`src/rtl/bram_rd_pkg.sv`:
```
// bram_rd_pkg: shared state encoding, geometry constants and the
// read-credit helper for the BRAM stream reader.
package bram_rd_pkg;

    typedef enum logic [1:0] {
        IDLE  = 2'd0,
        RUN   = 2'd1,
        DRAIN = 2'd2,
        FIN   = 2'd3
    } rd_state_e;

    // Bytes per BRAM word; the BRAM drops addr[1:0] internally.
    localparam int WORD_BYTES = 4;

    // Entries in the skid FIFO that absorbs the BRAM read latency.
    localparam int SKID_DEPTH = 2;

    // A new read may issue only if everything already owed to the FIFO
    // (stored words plus the read in flight, less the word leaving this
    // cycle) still leaves a free slot for it.
    function automatic logic credit_ok(input logic [1:0] fill,
                                       input logic       inflight,
                                       input logic       pop);
        logic [2:0] pending;
        pending = {1'b0, fill} + {2'b00, inflight} - {2'b00, pop};
        return (pending < 3'(SKID_DEPTH));
    endfunction

endpackage

```
`src/rtl/bram_rd_skid.sv`:
```
// bram_rd_skid: two-entry FIFO that catches BRAM read data one cycle after
// issue and presents its head to the stream. Also holds the companion
// checker module that watches for overflow/underflow.
module bram_rd_skid
    import bram_rd_pkg::*;
#(
    parameter int DATA_W = 32
)
(
    input  logic              clk,
    input  logic              rst,
    input  logic              push,
    input  logic [DATA_W-1:0] data_in,
    input  logic              pop,
    output logic [DATA_W-1:0] head,
    output logic [1:0]        count
);

    logic [DATA_W-1:0] mem_r [SKID_DEPTH];
    logic              wr_ptr_r;
    logic              rd_ptr_r;
    logic [1:0]        count_r;
    logic              push_ok_s;
    logic              pop_ok_s;

    // Qualify push/pop: a full FIFO still accepts a push when a word leaves
    // in the same cycle; an empty FIFO never pops.
    always_comb begin
        push_ok_s = 1'b0;
        pop_ok_s  = 1'b0;
        if (push && ((count_r != 2'(SKID_DEPTH)) || pop)) begin
            push_ok_s = 1'b1;
        end else begin
            push_ok_s = 1'b0;
        end
        if (pop && (count_r != 2'd0)) begin
            pop_ok_s = 1'b1;
        end else begin
            pop_ok_s = 1'b0;
        end
    end

    // Storage and write pointer.
    always_ff @(posedge clk) begin
        if (rst) begin
            for (int i = 0; i < SKID_DEPTH; i++) begin
                mem_r[i] <= {DATA_W{1'b0}};
            end
            wr_ptr_r <= 1'b0;
        end else if (push_ok_s) begin
            mem_r[wr_ptr_r] <= data_in;
            wr_ptr_r        <= ~wr_ptr_r;
        end
    end

    // Read pointer and occupancy; capture-and-pop together leaves count alone.
    always_ff @(posedge clk) begin
        if (rst) begin
            rd_ptr_r <= 1'b0;
            count_r  <= 2'd0;
        end else begin
            if (pop_ok_s) begin
                rd_ptr_r <= ~rd_ptr_r;
            end
            case ({push_ok_s, pop_ok_s})
                2'b10:   count_r <= count_r + 2'd1;
                2'b01:   count_r <= count_r - 2'd1;
                default: count_r <= count_r;
            endcase
        end
    end

    assign head  = mem_r[rd_ptr_r];
    assign count = count_r;

    bram_rd_skid_chk u_chk (
        .clk   (clk),
        .rst   (rst),
        .push  (push),
        .pop   (pop),
        .count (count_r)
    );

endmodule

// bram_rd_skid_chk: simulation-only protocol checks on the skid FIFO.
module bram_rd_skid_chk
    import bram_rd_pkg::*;
(
    input logic       clk,
    input logic       rst,
    input logic       push,
    input logic       pop,
    input logic [1:0] count
);

    // A push into a full FIFO with no word leaving means the credit logic broke.
    a_no_overflow : assert property (@(posedge clk) disable iff (rst)
        !(push && !pop && (count == 2'(SKID_DEPTH))))
        else $error("bram_rd_skid overflow");

    // The stream side must never pop an empty FIFO.
    a_no_underflow : assert property (@(posedge clk) disable iff (rst)
        !(pop && (count == 2'd0)))
        else $error("bram_rd_skid underflow");

endmodule

```
`src/rtl/bram_stream_reader.sv`:
```
// bram_stream_reader: reads a contiguous block of 32-bit words from a
// single-port BRAM (1-cycle registered read) and streams it out over
// valid/ready. Optional macro BRAM_RD_STRIDE_EN adds a stride_words port
// so the address advances by stride_words*4 bytes per read (0 acts as 1).
module bram_stream_reader
    import bram_rd_pkg::*;
#(
    parameter int DATA_W = 32,
    parameter int ADDR_W = 32,
    parameter int CNT_W  = 16
)
(
    input  logic              clk,
    input  logic              rst,
    input  logic              start,
    input  logic [ADDR_W-1:0] base_addr,
    input  logic [CNT_W-1:0]  word_count,
`ifdef BRAM_RD_STRIDE_EN
    input  logic [CNT_W-1:0]  stride_words,
`endif
    output logic              busy,
    output logic              done,
    output logic [ADDR_W-1:0] bram_addr,
    output logic              bram_en,
    output logic [3:0]        bram_wen,
    output logic [DATA_W-1:0] bram_din,
    input  logic [DATA_W-1:0] bram_dout,
    output logic [DATA_W-1:0] m_data,
    output logic              m_valid,
    input  logic              m_ready
);

    localparam logic [ADDR_W-1:0] ALIGN_MASK = ~ADDR_W'(WORD_BYTES - 1);
    localparam logic [ADDR_W-1:0] WORD_STEP  = ADDR_W'(WORD_BYTES);
    localparam logic [CNT_W-1:0]  CNT_ZERO   = {CNT_W{1'b0}};
    localparam logic [CNT_W-1:0]  CNT_ONE    = CNT_W'(1);

    rd_state_e         state_r;
    rd_state_e         state_nxt_s;
    logic [ADDR_W-1:0] addr_r;
    logic [ADDR_W-1:0] step_s;
    logic [CNT_W-1:0]  issue_left_r;
    logic [CNT_W-1:0]  accept_left_r;
    logic              inflight_r;
    logic              issue_s;
    logic              pop_s;
    logic              busy_r;
    logic              done_r;
    logic [1:0]        fill_s;
    logic [DATA_W-1:0] head_s;

`ifdef BRAM_RD_STRIDE_EN
    logic [ADDR_W-1:0] stride_step_r;

    // Address increment comes from the stride latched at start.
    always_comb begin
        step_s = stride_step_r;
    end
`else
    // Without striding the address walks word by word.
    always_comb begin
        step_s = WORD_STEP;
    end
`endif

    // Transfer handshake on the stream side.
    always_comb begin
        pop_s = m_valid & m_ready;
    end

    // Issue a read when words remain and the FIFO can take the result;
    // a word leaving this cycle frees its slot immediately.
    always_comb begin
        issue_s = 1'b0;
        if ((state_r == RUN) && (issue_left_r != CNT_ZERO) &&
            credit_ok(fill_s, inflight_r, pop_s)) begin
            issue_s = 1'b1;
        end else begin
            issue_s = 1'b0;
        end
    end

    // Next-state logic for IDLE -> RUN -> DRAIN -> FIN -> IDLE.
    always_comb begin
        state_nxt_s = state_r;
        case (state_r)
            IDLE: begin
                if (start) begin
                    if (word_count == CNT_ZERO) begin
                        state_nxt_s = FIN;
                    end else begin
                        state_nxt_s = RUN;
                    end
                end else begin
                    state_nxt_s = IDLE;
                end
            end
            RUN: begin
                if (issue_s && (issue_left_r == CNT_ONE)) begin
                    state_nxt_s = DRAIN;
                end else begin
                    state_nxt_s = RUN;
                end
            end
            DRAIN: begin
                if (accept_left_r == CNT_ZERO) begin
                    state_nxt_s = FIN;
                end else begin
                    state_nxt_s = DRAIN;
                end
            end
            FIN:     state_nxt_s = IDLE;
            default: state_nxt_s = IDLE;
        endcase
    end

    // State register plus registered busy/done derived from the next state.
    always_ff @(posedge clk) begin
        if (rst) begin
            state_r <= IDLE;
            busy_r  <= 1'b0;
            done_r  <= 1'b0;
        end else begin
            state_r <= state_nxt_s;
            busy_r  <= (state_nxt_s != IDLE);
            done_r  <= (state_nxt_s == FIN);
        end
    end

    // Address, issue/accept counters and the in-flight marker.
    always_ff @(posedge clk) begin
        if (rst) begin
            addr_r        <= {ADDR_W{1'b0}};
            issue_left_r  <= CNT_ZERO;
            accept_left_r <= CNT_ZERO;
            inflight_r    <= 1'b0;
`ifdef BRAM_RD_STRIDE_EN
            stride_step_r <= {ADDR_W{1'b0}};
`endif
        end else begin
            inflight_r <= issue_s;
            if ((state_r == IDLE) && start) begin
                addr_r        <= base_addr & ALIGN_MASK;
                issue_left_r  <= word_count;
                accept_left_r <= word_count;
`ifdef BRAM_RD_STRIDE_EN
                if (stride_words == CNT_ZERO) begin
                    stride_step_r <= WORD_STEP;
                end else begin
                    stride_step_r <= ADDR_W'({stride_words, 2'b00});
                end
`endif
            end else begin
                if (issue_s) begin
                    addr_r       <= addr_r + step_s;
                    issue_left_r <= issue_left_r - CNT_ONE;
                end
                if (pop_s && (accept_left_r != CNT_ZERO)) begin
                    accept_left_r <= accept_left_r - CNT_ONE;
                end
            end
        end
    end

    // Read data arrives the cycle after issue and is captured into the skid FIFO.
    bram_rd_skid #(
        .DATA_W (DATA_W)
    ) u_skid (
        .clk     (clk),
        .rst     (rst),
        .push    (inflight_r),
        .data_in (bram_dout),
        .pop     (pop_s),
        .head    (head_s),
        .count   (fill_s)
    );

    assign busy      = busy_r;
    assign done      = done_r;
    assign bram_addr = addr_r;
    assign bram_en   = issue_s;
    assign bram_wen  = 4'b0000;
    assign bram_din  = {DATA_W{1'b0}};
    assign m_data    = head_s;
    assign m_valid   = (fill_s != 2'd0);

endmodule
```
`config.mk`:
```
export PLATFORM = sky130hd
export DESIGN_NAME = bram_stream_reader
export DESIGN_NICKNAME = d
export VERILOG_FILES = /design/src/rtl/bram_rd_pkg.sv /design/src/rtl/bram_rd_skid.sv /design/src/rtl/bram_stream_reader.sv
export SDC_FILE = /design/constraint.sdc
export NUM_CORES = 1
export LEC_CHECK = 0
export CAP_MARGIN = 5
export CORE_ASPECT_RATIO = 0.9
export CORE_MARGIN = 2
export CORE_UTILIZATION = 30
export DETAILED_ROUTE_END_ITERATION = 6
export GPL_TIMING_DRIVEN = 0
export SLEW_MARGIN = 20
export SYNTH_ARGS = -nofsm -noshare
export SYNTH_HDL_FRONTEND = slang
export SYNTH_SLANG_ARGS = --single-unit
```
`constraint.sdc`:
```
create_clock -name clk -period 4.9 [get_ports clk]
set_clock_uncertainty 0.05 [all_clocks]
set_input_delay 0.98 -clock clk [delete_from_list [all_inputs] [get_ports clk]]
set_output_delay 0.98 -clock clk [all_outputs]
set_load 0.01 [all_outputs]
```
# Word level (Yosys, flattened, before mapping)
# Memories as Yosys holds them, arrays and structs flattened. A register that Yosys moved wholly into a read port is not among the register bits.
# Cells that the tools add are included.
[op_classes]
add_sub_neg = 7
multipliers = 0
n_div = 0
order_cmp = 1
eq_ne = 8
shifts = 0
mux = 25
bitwise_logic = 3
reduce_logical = 20
[op_table]
columns = ["cell", "n"]
rows = [
  ["$mux W32", 3],
  ["$mux W16", 4],
  ["$add A32 B3 Y32 const B", 1],
  ["$logic_not A16 Y1", 2],
  ["$reduce_bool A16 Y1", 2],
  ["$reduce_or A32 Y1", 1],
  ["$sub A16 B1 Y16 const B", 2],
  ["$eq A16 B1 Y1 const B", 1],
  ["$mux W1", 13],
  ["$reduce_bool A2 Y1", 5],
  ["$eq A2 B2 Y1 const B", 4],
  ["$pmux W2 S4", 1],
  ["$logic_and A1 B1 Y1", 7],
  ["$mux W2", 3],
  ["$eq A2 B1 Y1 const B", 2],
  ["$pmux W2 S2", 1],
  ["$add A2 B1 Y3", 1],
  ["$lt A3 B2 Y1 const B", 1],
  ["$sub A3 B1 Y3", 1],
  ["$add A2 B1 Y2 const B", 1],
  ["$logic_not A2 Y1", 1],
  ["$ne A2 B2 Y1 const B", 1],
  ["$not A1 Y1", 2],
  ["$reduce_or A2 Y1", 1],
  ["3 further kinds", 3],
]
[word_totals]
reg_bits = 73
latchBits = 0
ramBits = 64
romBits = 0
inputBits = 84
out_inout_bits = 104
wordCells = 76
mem_count = 1
[memory_table]
columns = ["memory", "depth", "word_bits", "read_ports", "rd_clocked_by_memory_dff", "wr", "line_no", "source"]
rows = [
  ["u_skid.mem_r", 2, 32, 1, 1, 2, "bram_rd_skid.sv:19", "logic [DATA_W-1:0] mem_r [SKID_DEPTH];"],
]

# Logic depth before layout (Yosys ltp)
[depth]
ltp_word = 10
depth_mapped = 12
depth_no_buf = 11

# Hierarchy
# From an unflattened synthesis, not the netlist that was laid out.
[unflattened]
cells_unflattened = 717
hier_area_um2 = 7380.8
[by_module_without_submodules]
columns = ["mod", "n_inst", "cells_per_inst", "area_each_um2", "seq_area_each_um2"]
rows = [
  ["bram_stream_reader", 1, 522, 4291.6, 1341.3],
  ["bram_rd_skid", 1, 195, 3089.2, 2021.9],
]

# Worst setup path after synthesis
# OpenSTA, ideal clock, no wires.
[synth_timing]
path_kind = "in2out"
startpoint = "input m_ready"
endpoint = "output bram_en"
arrival_time_ps = 2698
required_time_ps = 3870
slack_ps = 1172
stages = 9
n_path_buf = 0
path_cell_list = "o21ai_1 > inv_1 > ha_1 > nand2b_1 > fa_1 > nand3b_1 > nor2b_1 > nand2_1 > inv_2"
[synth_via]
elab_chain_cells = 5
[synth_lines]
columns = ["item", "line_no", "source"]
rows = [
  ["start: declaration", "bram_stream_reader.sv:30", "input logic m_ready"],
  ["$and A1 B1 Y1", "bram_stream_reader.sv:68", "pop_s = m_valid & m_ready;"],
  ["$sub A3 B1 Y3", "bram_rd_pkg.sv:25", "pending = {1'b0, fill} + {2'b00, inflight} - {2'b00, pop};"],
  ["$lt A3 B2 Y1", "bram_rd_pkg.sv:26", "return (pending < 3'(SKID_DEPTH));"],
  ["$logic_and A1 B1 Y1", "bram_stream_reader.sv:75", "if ((state_r == RUN) && (issue_left_r != CNT_ZERO) &&"],
  ["$mux W1", "bram_stream_reader.sv:75", ""],
  ["end: declaration", "bram_stream_reader.sv:24", "output logic bram_en,"],
]
# Every way passes these cells.

# Final worst setup path
# Ends and elaborated chain as after synthesis.

==> flow_metrics.env <==
export IMPL_route_met3_wl_um=1340
export IMPL_total_power_mw=3.81
export IMPL_syn_cell_area_um2=7060
export IMPL_drt_total_wl_um=20800
export IMPL_setup_viol=0
export IMPL_ys_seq_area_share_pct=47.7
export IMPL_firstDrtPassIters=5
export IMPL_diodes=0
export IMPL_power_density_nw_per_um2=392
export IMPL_clkPwrFrac_pct=34.7
export IMPL_cp_required_ns=3.87
export IMPL_core_um2=23200
export IMPL_synthCells=710
export IMPL_dp_cells=1196
export IMPL_layoutNonFillerInstCount=1229
export IMPL_rsz0062_at_grt="no"
export IMPL_overflow=0
export IMPL_hp_class="flip-flop to flip-flop"
export IMPL_antenna_found_initial=0
export IMPL_via_count=6133
export IMPL_root_buffer="clkbuf_16"
export IMPL_gp_congestion=0.830
export IMPL_drv_cap=0
export IMPL_hpwl_um=14900
export IMPL_drt_iter0_drc=586
export IMPL_synth_edf_count=64
export IMPL_cp_slowest_stage_delay_ns=0.55
export IMPL_drc=0
export IMPL_period_needed_ns=4.73
export IMPL_post_place_ws_ns=-0.312
export IMPL_layout_drive_gt1_share_pct=13.6
export IMPL_hold_viol_final=0
export IMPL_grt_use_total_pct=16.6
export IMPL_slew_violations=0
export IMPL_fin_area_um2=9700
export IMPL_netlist_area_leader_share_pct=27.2
export IMPL_worst_slew_pin_slew_ns=0.913
export IMPL_start_util_pct=30.4
export IMPL_wl_met1_um=9600
export IMPL_grt_pass1_wl_um=31900
export IMPL_cts_buffers=17
export IMPL_dieHeight_um=150
export IMPL_critPathTopFamily="buffers and inverters"
export IMPL_start_kind="input port"
export IMPL_clockBufferDepth=2
export IMPL_cp_end_kind="output pin"
export IMPL_synth_seq_cells=136
export IMPL_io_buffers=146
export IMPL_seqPwrFrac_pct=37.4
export IMPL_synth_most_common_cell="dfxtp_1"
export IMPL_grt_max_degree=33
export IMPL_ys_flop_type="dfxtp_1"
export IMPL_synth_async_reset_ratio_pct=0
export IMPL_highest_layer="met4"
export IMPL_grt_pass1_vias=5643
export IMPL_io_pins=188
export IMPL_syn_to_final_growth_pct=37.5
export IMPL_synthTopCellsByArea="edfxtp_1, dfxtp_1, and2_1, mux2_2, buf_4"
export IMPL_wl_per_cell_um=17.0
export IMPL_setup_slack_ns=0.171
export IMPL_power_frac_comb_pct=28.0
export IMPL_holdBufCountCts=0
export IMPL_yosysUniqueCellTypes=63
export IMPL_cp_buffers_inverters=4
export IMPL_rows=53
export IMPL_synth_warnings=0
export IMPL_crit_top_cell="clkdlybuf4s50_1"
export IMPL_syn_area_per_cell_um2=9.94
export IMPL_critPathKind="input port to output pin"
export IMPL_clkSlewWorstSetupHoldPaths_ns=0.06
export IMPL_switching_power_mw=1.15
export IMPL_cts_sinks=136
export IMPL_status="completed"
export IMPL_setup_tns_ns=0
export IMPL_synth_common_cells="dfxtp_1, and2_1, edfxtp_1"
export IMPL_fmax_ghz=0.211
export IMPL_synth_top_cell_by_area="edfxtp_1"
export IMPL_dieWidth_um=166
export IMPL_dr_wl_met2_um=9380
export IMPL_cp_cell_sequence="clkdlybuf4s50_1 -> o21ai_2 -> inv_1 -> ha_1 -> nand2b_1 -> fa_1 -> nand3b_1 -> nor2b_2 -> nand2_2 -> inv_6 -> clkdlybuf4s50_1"
export IMPL_cellInternalPower_mw=2.65
export IMPL_nets=1006
export IMPL_h_tree_depth=4
export IMPL_ant_nets=0
export IMPL_cts_tree="done"
export IMPL_ir_drop_mv=0.201
export IMPL_leakage_nw=3.52
export IMPL_p_sw_share_pct=30.3
export IMPL_slowest_stage="clkdlybuf4s50_1"
export IMPL_crit_path_max_fanout=10
export IMPL_crit_arrival_ns=3.70
export IMPL_insertion_delay_ns=0.43
export IMPL_via_per_inst=4.99
export IMPL_dpl_instance_area_um2=9070
export IMPL_slew_headroom_pct=39.1
export IMPL_fin_crit_sh_pct=96.5
export IMPL_die_area_um2=24800
sequential cells by signal, summed over array words and instances, names as in the netlist, 2 cells and up, named ones only:
register / cells
u_skid.mem_r: 64
bram_addr: 30
accept_left_r: 16
issue_left_r: 16
state_r: 2
u_skid.count: 2
tightest hold or removal path, stage by stage, from the launching register on:
cell,delay (ns)
dfxtp_1,0.32
o31ai_1,0.07
a21oi_1,0.06
logic make-up (layout without fill, tap and decap cells):
kind of cell / after synthesis / count (layout) / share of synthesized area, %
adder cells (fa/ha/maj): 8 / 8 / 1.52
other: 1 / 38 / 0.0531
AO/OA/AOI/OAI: 125 / 125 / 11.7
AND/OR/NAND/NOR: 289 / 289 / 23.5
flip-flops: 136 / 136 / 47.7
multiplexers: 32 / 32 / 5.11
buffers and inverters: 89 / 269 / 6.77
XOR/XNOR: 30 / 30 / 3.72
timing repair:
| item | CTS | global route |
|---|---|---|
| cloned | 0 | 0 |
| setup endpoints to repair | 1 | 1 |
| buffers inserted | 1 | 0 |
| resized for setup | 3 | 3 |
power groups by stage:
stage,registers (mW),logic (mW),clock network (mW)
3_5_place_dp,1.44,1.04,0
2_1_floorplan,1.43,0.592,0
6_report,1.42,1.06,1.32
3_3_place_gp,1.44,1.03,0
5_1_grt,1.44,1.15,1.39
4_1_cts,1.42,1.06,1.34
per-stage QoR:
stage / hold WS (ns) / util [%]
floorplan: 0.410 / -
global placement: 0.425 / 38.9
detailed placement: 0.433 / 39.1
CTS: 0.443 / 41.8
global route: 0.468 / 41.8
finish: 0.445 / 41.8
routing by layer:
metal	track usage, %	vias to the layer above
li1	-	2953
met4	6.70	0
met5	0	-
met3	3.41	33
met2	25.9	246
met1	22.5	2901
layout make-up:
type	instances	area (um2)
clock inverters	15	176
fillers	2272	13500
clock buffers	17	425
multi-input cells	522	3380
flip-flops and latches	136	3360
well taps	302	378
plain buffers	75	425
inverters	14	57.6
repair buffers	148	1500
worst paths after layout:
kind | depth (start not counted) | from | to | slack [ns]
setup / recovery | 11 | m_ready | bram_en | 0.17
hold / removal | 2 | accept_left_r[14] | accept_left_r[14] | 0.45
setup reg to reg | 12 | u_skid.count[1] | bram_addr[15] | 1.22
hold reg to reg | 2 | accept_left_r[14] | accept_left_r[14] | 0.45
placed cells by master (no fill, tap or decap), types with 30 or more instances in the layout:
master / count
a21oi_1: 32
and2_1: 66
buf_4: 39
clkbuf_1: 33
clkdlybuf4s50_1: 146
conb_1: 38
dfxtp_1: 72
edfxtp_1: 64
mux2_2: 32
nand2_1: 31
nand3_1: 30
nor2_1: 43
No activity file was read; power rests on OpenSTA's default activity.
